==> src/rtl/noc_pkg.sv <==
// Shared NoC width helpers so routers, buffers and credit counters agree on
// VC-id and credit-count widths.
package noc_pkg;

  localparam int FLIT_W = 32;

  typedef logic [FLIT_W-1:0] flit_t;

  function automatic int vc_id_w(input int num_vc);
    return (num_vc > 1) ? $clog2(num_vc) : 1;
  endfunction

  function automatic int credit_w(input int depth);
    return $clog2(depth) + 1;
  endfunction

endpackage

==> src/rtl/vc_fifo_lane.sv <==
// One virtual-channel lane: circular flit store with free-slot credit count.
// VC_INPUT_BUFFER_ERR_EN adds sticky overflow/underflow flags.
module vc_fifo_lane
  import noc_pkg::*;
#(
  parameter  int DEPTH        = 4,
  parameter  int DATA_WIDTH   = 32,
  parameter  int AFULL_THRESH = 1,
  localparam int CNT_W        = credit_w(DEPTH)
) (
  input  logic                  clk,
  input  logic                  reset_n,
  input  logic                  push,
  input  logic                  pop,
  input  logic [DATA_WIDTH-1:0] din,
  output logic [DATA_WIDTH-1:0] dout,
  output logic                  empty,
  output logic                  afull,
`ifdef VC_INPUT_BUFFER_ERR_EN
  output logic                  err_ovf,
  output logic                  err_udf,
`endif
  output logic [CNT_W-1:0]      n_free
);

  localparam int PTR_W = $clog2(DEPTH);

  logic [PTR_W-1:0]      wr_ptr_q, wr_ptr_d;
  logic [PTR_W-1:0]      rd_ptr_q, rd_ptr_d;
  logic [CNT_W-1:0]      n_free_q, n_free_d;
  logic [DATA_WIDTH-1:0] mem_q [DEPTH];
  logic                  full, wr_en, rd_en;

  // Explicit wrap compare keeps non-power-of-two depths correct.
  function automatic logic [PTR_W-1:0] ptr_inc(input logic [PTR_W-1:0] p);
    return (p == PTR_W'(DEPTH - 1)) ? '0 : p + 1'b1;
  endfunction

  always_comb begin
    full     = (n_free_q == '0);
    empty    = (n_free_q == CNT_W'(DEPTH));
    afull    = (int'(n_free_q) <= AFULL_THRESH);
    rd_en    = pop && !empty;
    wr_en    = push && (!full || pop);
    wr_ptr_d = wr_en ? ptr_inc(wr_ptr_q) : wr_ptr_q;
    rd_ptr_d = rd_en ? ptr_inc(rd_ptr_q) : rd_ptr_q;
    n_free_d = n_free_q;
    case ({wr_en, rd_en})
      2'b10:   n_free_d = n_free_q - 1'b1;
      2'b01:   n_free_d = n_free_q + 1'b1;
      default: n_free_d = n_free_q;
    endcase
    dout   = empty ? '0 : mem_q[rd_ptr_q];
    n_free = n_free_q;
  end

  always_ff @(posedge clk or negedge reset_n) begin
    if (!reset_n) begin
      wr_ptr_q <= '0;
      rd_ptr_q <= '0;
      n_free_q <= CNT_W'(DEPTH);
    end else begin
      wr_ptr_q <= wr_ptr_d;
      rd_ptr_q <= rd_ptr_d;
      n_free_q <= n_free_d;
    end
  end

  // Storage carries no reset; an empty lane masks it at dout.
  always_ff @(posedge clk) begin
    if (wr_en) mem_q[wr_ptr_q] <= din;
  end

`ifdef VC_INPUT_BUFFER_ERR_EN
  logic err_ovf_q, err_ovf_d, err_udf_q, err_udf_d;

  always_comb begin
    err_ovf_d = err_ovf_q | (push && full && !pop);
    err_udf_d = err_udf_q | (pop && empty);
    err_ovf   = err_ovf_q;
    err_udf   = err_udf_q;
  end

  always_ff @(posedge clk or negedge reset_n) begin
    if (!reset_n) begin
      err_ovf_q <= 1'b0;
      err_udf_q <= 1'b0;
    end else begin
      err_ovf_q <= err_ovf_d;
      err_udf_q <= err_udf_d;
    end
  end
`endif

endmodule

==> src/rtl/vc_input_buffer.sv <==
// Router input buffer: NUM_VC independent lanes behind one write port.
// VC_INPUT_BUFFER_ERR_EN adds sticky err_ovf/err_udf outputs.
module vc_input_buffer
  import noc_pkg::*;
#(
  parameter  int NUM_VC       = 2,
  parameter  int DEPTH        = 4,
  parameter  int DATA_WIDTH   = 32,
  parameter  int AFULL_THRESH = 1,
  localparam int VC_W         = vc_id_w(NUM_VC),
  localparam int CNT_W        = credit_w(DEPTH)
) (
  input  logic                         clk,
  input  logic                         reset_n,
  input  logic                         push,
  input  logic [VC_W-1:0]              push_vc,
  input  logic [DATA_WIDTH-1:0]        din,
  input  logic [NUM_VC-1:0]            pop,
  output logic [NUM_VC*DATA_WIDTH-1:0] dout,
  output logic [NUM_VC-1:0]            empty,
  output logic [NUM_VC-1:0]            afull,
`ifdef VC_INPUT_BUFFER_ERR_EN
  output logic [NUM_VC-1:0]            err_ovf,
  output logic [NUM_VC-1:0]            err_udf,
`endif
  output logic [NUM_VC*CNT_W-1:0]      n_free
);

  logic [NUM_VC-1:0] lane_push;

  // An out-of-range push_vc matches no lane, so the flit is dropped.
  always_comb begin
    lane_push = '0;
    for (int v = 0; v < NUM_VC; v++) begin
      lane_push[v] = push && (int'(push_vc) == v);
    end
  end

`ifdef VC_INPUT_BUFFER_ERR_EN
  logic [NUM_VC-1:0] lane_ovf;
  logic              bad_vc_q, bad_vc_d;

  always_comb begin
    bad_vc_d = bad_vc_q | (push && (int'(push_vc) >= NUM_VC));
    err_ovf  = lane_ovf | NUM_VC'(bad_vc_q);
  end

  always_ff @(posedge clk or negedge reset_n) begin
    if (!reset_n) bad_vc_q <= 1'b0;
    else          bad_vc_q <= bad_vc_d;
  end
`endif

  for (genvar g = 0; g < NUM_VC; g++) begin : g_lane
    vc_fifo_lane #(
      .DEPTH        (DEPTH),
      .DATA_WIDTH   (DATA_WIDTH),
      .AFULL_THRESH (AFULL_THRESH)
    ) u_lane (
      .clk     (clk),
      .reset_n (reset_n),
      .push    (lane_push[g]),
      .pop     (pop[g]),
      .din     (din),
      .dout    (dout[g*DATA_WIDTH +: DATA_WIDTH]),
      .empty   (empty[g]),
      .afull   (afull[g]),
`ifdef VC_INPUT_BUFFER_ERR_EN
      .err_ovf (lane_ovf[g]),
      .err_udf (err_udf[g]),
`endif
      .n_free  (n_free[g*CNT_W +: CNT_W])
    );
  end

endmodule

==> config.mk <==
export PLATFORM = sky130hd
export DESIGN_NAME = vc_input_buffer
export DESIGN_NICKNAME = d
export VERILOG_FILES = /design/src/rtl/noc_pkg.sv /design/src/rtl/vc_fifo_lane.sv /design/src/rtl/vc_input_buffer.sv
export SDC_FILE = /design/constraint.sdc
export NUM_CORES = 1
export LEC_CHECK = 0
export BUFFER_PORTS_ARGS = -buffer_cell sky130_fd_sc_hd__buf_2
export CORE_MARGIN = 4
export CORE_UTILIZATION = 63
export DETAILED_ROUTE_END_ITERATION = 8
export PLACE_DENSITY = 0.95
export SLEW_MARGIN = 0
export SYNTH_ARGS = -nofsm -noshare
export SYNTH_HDL_FRONTEND = slang
export SYNTH_SLANG_ARGS = --single-unit
==> constraint.sdc <==
create_clock -name clk -period 6.57 [get_ports clk]
set_input_delay 0.657 -clock clk [delete_from_list [all_inputs] [get_ports clk]]
set_output_delay 0.657 -clock clk [all_outputs]
set_load 0.01 [all_outputs]
==> metrics.cfg <==
[run_status]
outcome=finished, final reports clean

[logic_synthesis]
ys_ff_latch=270
synth_top_area_cell=edfxtp_1
ys_types=22
avgSynthCellArea_um2=21.3
synth_area_mm2=0.0107
ys_seq_area_share_pct=75.3
synth_top_area_share_pct=72.0
synth_warnings=0
synthTopCellsByArea=edfxtp_1 72%, mux4_2 14%, nor2b_1 3.9%
synth_cells=502
syn-num-nets=560

[sta]
slew_headroom_pct=17.8
post-route-min-period_ps=3410
fin_skew_ps=15.0
rsz0062_at_grt=no
finalCritPeriodShare_pct=51.8
setup_ws_ps=3160
tns_ps=0
setup_viol=0
hold_viol=0
drv_slew=0
hold_ws_ps=34.1
fmax_ghz=0.294
tightest_slew_ps=1230

[cts]
cts_resized=0
clk_latency_ps=530
cts_tree=done
cts_buffers=26
hold_buffers=0
cts_root_buffer=clkbuf_16
htree_levels=1
path_clk_slew_ps=70
cts_setup_buffers=0
cts.path.max_buffers=3
clock-sinks=270

[detailed_routing]
viasPerCell=6.10
top_layer_used=met4
vias=5225
finalWirelength_um=22500
drt_iter0_drc=469
dr.pass1.iters=5
wl_met3_um=1410
met1_length_um=8770
ant_nets=0
remaining_drc_errors=0
wl_met2_um=11500
routedWlPerCell_um=26.2

[worst_setup_path]
cp_slowest_cell=dfrtp_2
critical_path.max_fanout=18
crit_chain=buf_4 > mux4_2 > nor2b_1 > buf_2
critical_path.top_delay_family=flip-flops
worstPathArrival_ps=2750
cp-start-kind=flop
crit_buf_inv=2
cpPeakStageDelay_ps=780
cp.required_ps=5910
critPathCaptureType=output pin
worst-setup-path-type=reg -> out

[floorplan]
start_util_pct=64.4
die_area_mm2=0.0191
ioPinCount=112
num_rows=47
dieHeight_um=138
die_w_um=138
fp.coreArea_mm2=0.0166

[power]
power_density_mw_per_mm2=458
p_leak_nw=4.30
vdd_drop_max_v=0.000316

[placement]
gp_congestion=0.747
dp_hpwl_um=12100
post-place-ws_ps=3720
portBuffers=111

[run]
max_cap_viol_count=0

[cells_and_area]
drive_gt1_share_pct=37.6
syn2layout_area_growth_pct=15.0
num-nets-final=674

[global_routing]
overflow=0
antenna_found_initial=1
grt_max_degree=36
grt_pass1_vias=5852
grt_use_total_pct=24.1
grt_pass1_wl_um=34800

[hold_path]
hp-class=in -> async

Yosys cell counts:
cell,count
edfxtp_1,256
nor2b_1,66
mux4_2,64
ha_1,20
dfrtp_1,12
and2_1,10
inv_1,10
nor2_1,10
buf_6,8
clkbuf_1,8
mux2_2,8
buf_2,6
buf_4,4
xor2_1,4
a21oi_1,3
nand2_1,3
dfstp_2,2
mux2i_1,2
o21ai_0,2
xnor2_1,2
a21oi_2,1
nand2b_1,1
cell usage in the layout, fill, tap and decap left out, types with 2 or more instances in the layout:
master / netlist / layout
mux4_2: 64 / 64
dfstp_2: 2 / 2
clkbuf_16: 0 / 27
dfrtp_2: 0 / 4
edfxtp_1: 256 / 256
xnor2_1: 2 / 2
mux2i_1: 2 / 2
o21ai_0: 2 / 2
nor2_1: 10 / 10
clkbuf_1: 8 / 7
mux2_2: 8 / 8
a21oi_1: 3 / 3
inv_1: 10 / 10
clkinv_1: 0 / 3
nand2_1: 3 / 3
clkinv_2: 0 / 5
xor2_1: 4 / 4
ha_1: 20 / 20
and2_2: 0 / 10
nor2b_1: 66 / 66
buf_2: 6 / 111
dfrtp_1: 12 / 8
bufinv_16: 0 / 6
per-layer routing:
layer	GRT usage (%)	vias up
met5	0	-
met4	10.7	0
met3	4.11	49
met2	39.8	240
met1	32.2	2733
li1	-	2203
worst paths after layout:
| path | depth (start not counted) | to | startpoint | slack [ps] |
|---|---|---|---|---|
| setup reg to reg | 4 | g_lane[1].u_lane.mem_q[3][9] | g_lane[1].u_lane.n_free[0] | 3950 |
| setup / recovery | 4 | dout[2] | g_lane[0].u_lane.rd_ptr_q[0] | 3160 |
| min in group clk | 1 | g_lane[0].u_lane.mem_q[1][20] | din[20] | 400 |
| hold reg to reg | 1 | g_lane[0].u_lane.n_free[2] | g_lane[0].u_lane.n_free[2] | 540 |
| max in group asynchronous | 1 | g_lane[0].u_lane.n_free[2] | reset_n | 6230 |
| hold / removal | 1 | g_lane[1].u_lane.wr_ptr_q[0] | reset_n | 30 |
cell type report:
type / count / area, um^2
flip-flops and latches: 270 / 8050
repair buffers: 112 / 563
diodes: 1 / 2.50
clock inverters: 14 / 216
fillers: 937 / 4310
well taps: 220 / 275
inverters: 10 / 37.5
clock buffers: 34 / 702
multi-input cells: 196 / 2430
metrics by stage:
| step | total power, W | utilization [%] | instances | cell area [um^2] |
|---|---|---|---|---|
| floorplan | 0.00346 | - | 502 | 10700 |
| global placement | 0.00394 | 68.5 | 808 | 11400 |
| detailed placement | 0.00403 | 68.5 | 808 | 11400 |
| CTS | 0.00566 | 74.0 | 856 | 12300 |
| global route | 0.00588 | 74.0 | 857 | 12300 |
| finish | 0.00562 | 74.0 | 857 | 12300 |
cells by family (layout without fill, tap and decap cells):
family                   after synthesis  after routing  share of synthesized area, %
other                                  0              1                             0
AO/OA/AOI/OAI                          6              6                         0.316
AND/OR/NAND/NOR                       90             90                          4.97
multiplexers                          74             74                          14.5
buffers and inverters                 36            170                          2.04
flip-flops                           270            270                          75.3
adder cells (fa/ha/maj)               20             20                          2.34
XOR/XNOR                               6              6                         0.492
flip-flops by register name (all words and copies together), names as in the netlist:
signal / flops
g_lane.u_lane.mem_q: 256
g_lane.u_lane.n_free: 6
g_lane.u_lane.rd_ptr_q: 4
g_lane.u_lane.wr_ptr_q: 4
power breakdown:
group / internal (W) / switching [W]
sequential: 0.00212 / 0.000282
combinational: 0.000814 / 0.000808
clock: 0.000987 / 0.000615
total: 0.00392 / 0.00170
No activity file was read; power rests on OpenSTA's default activity.
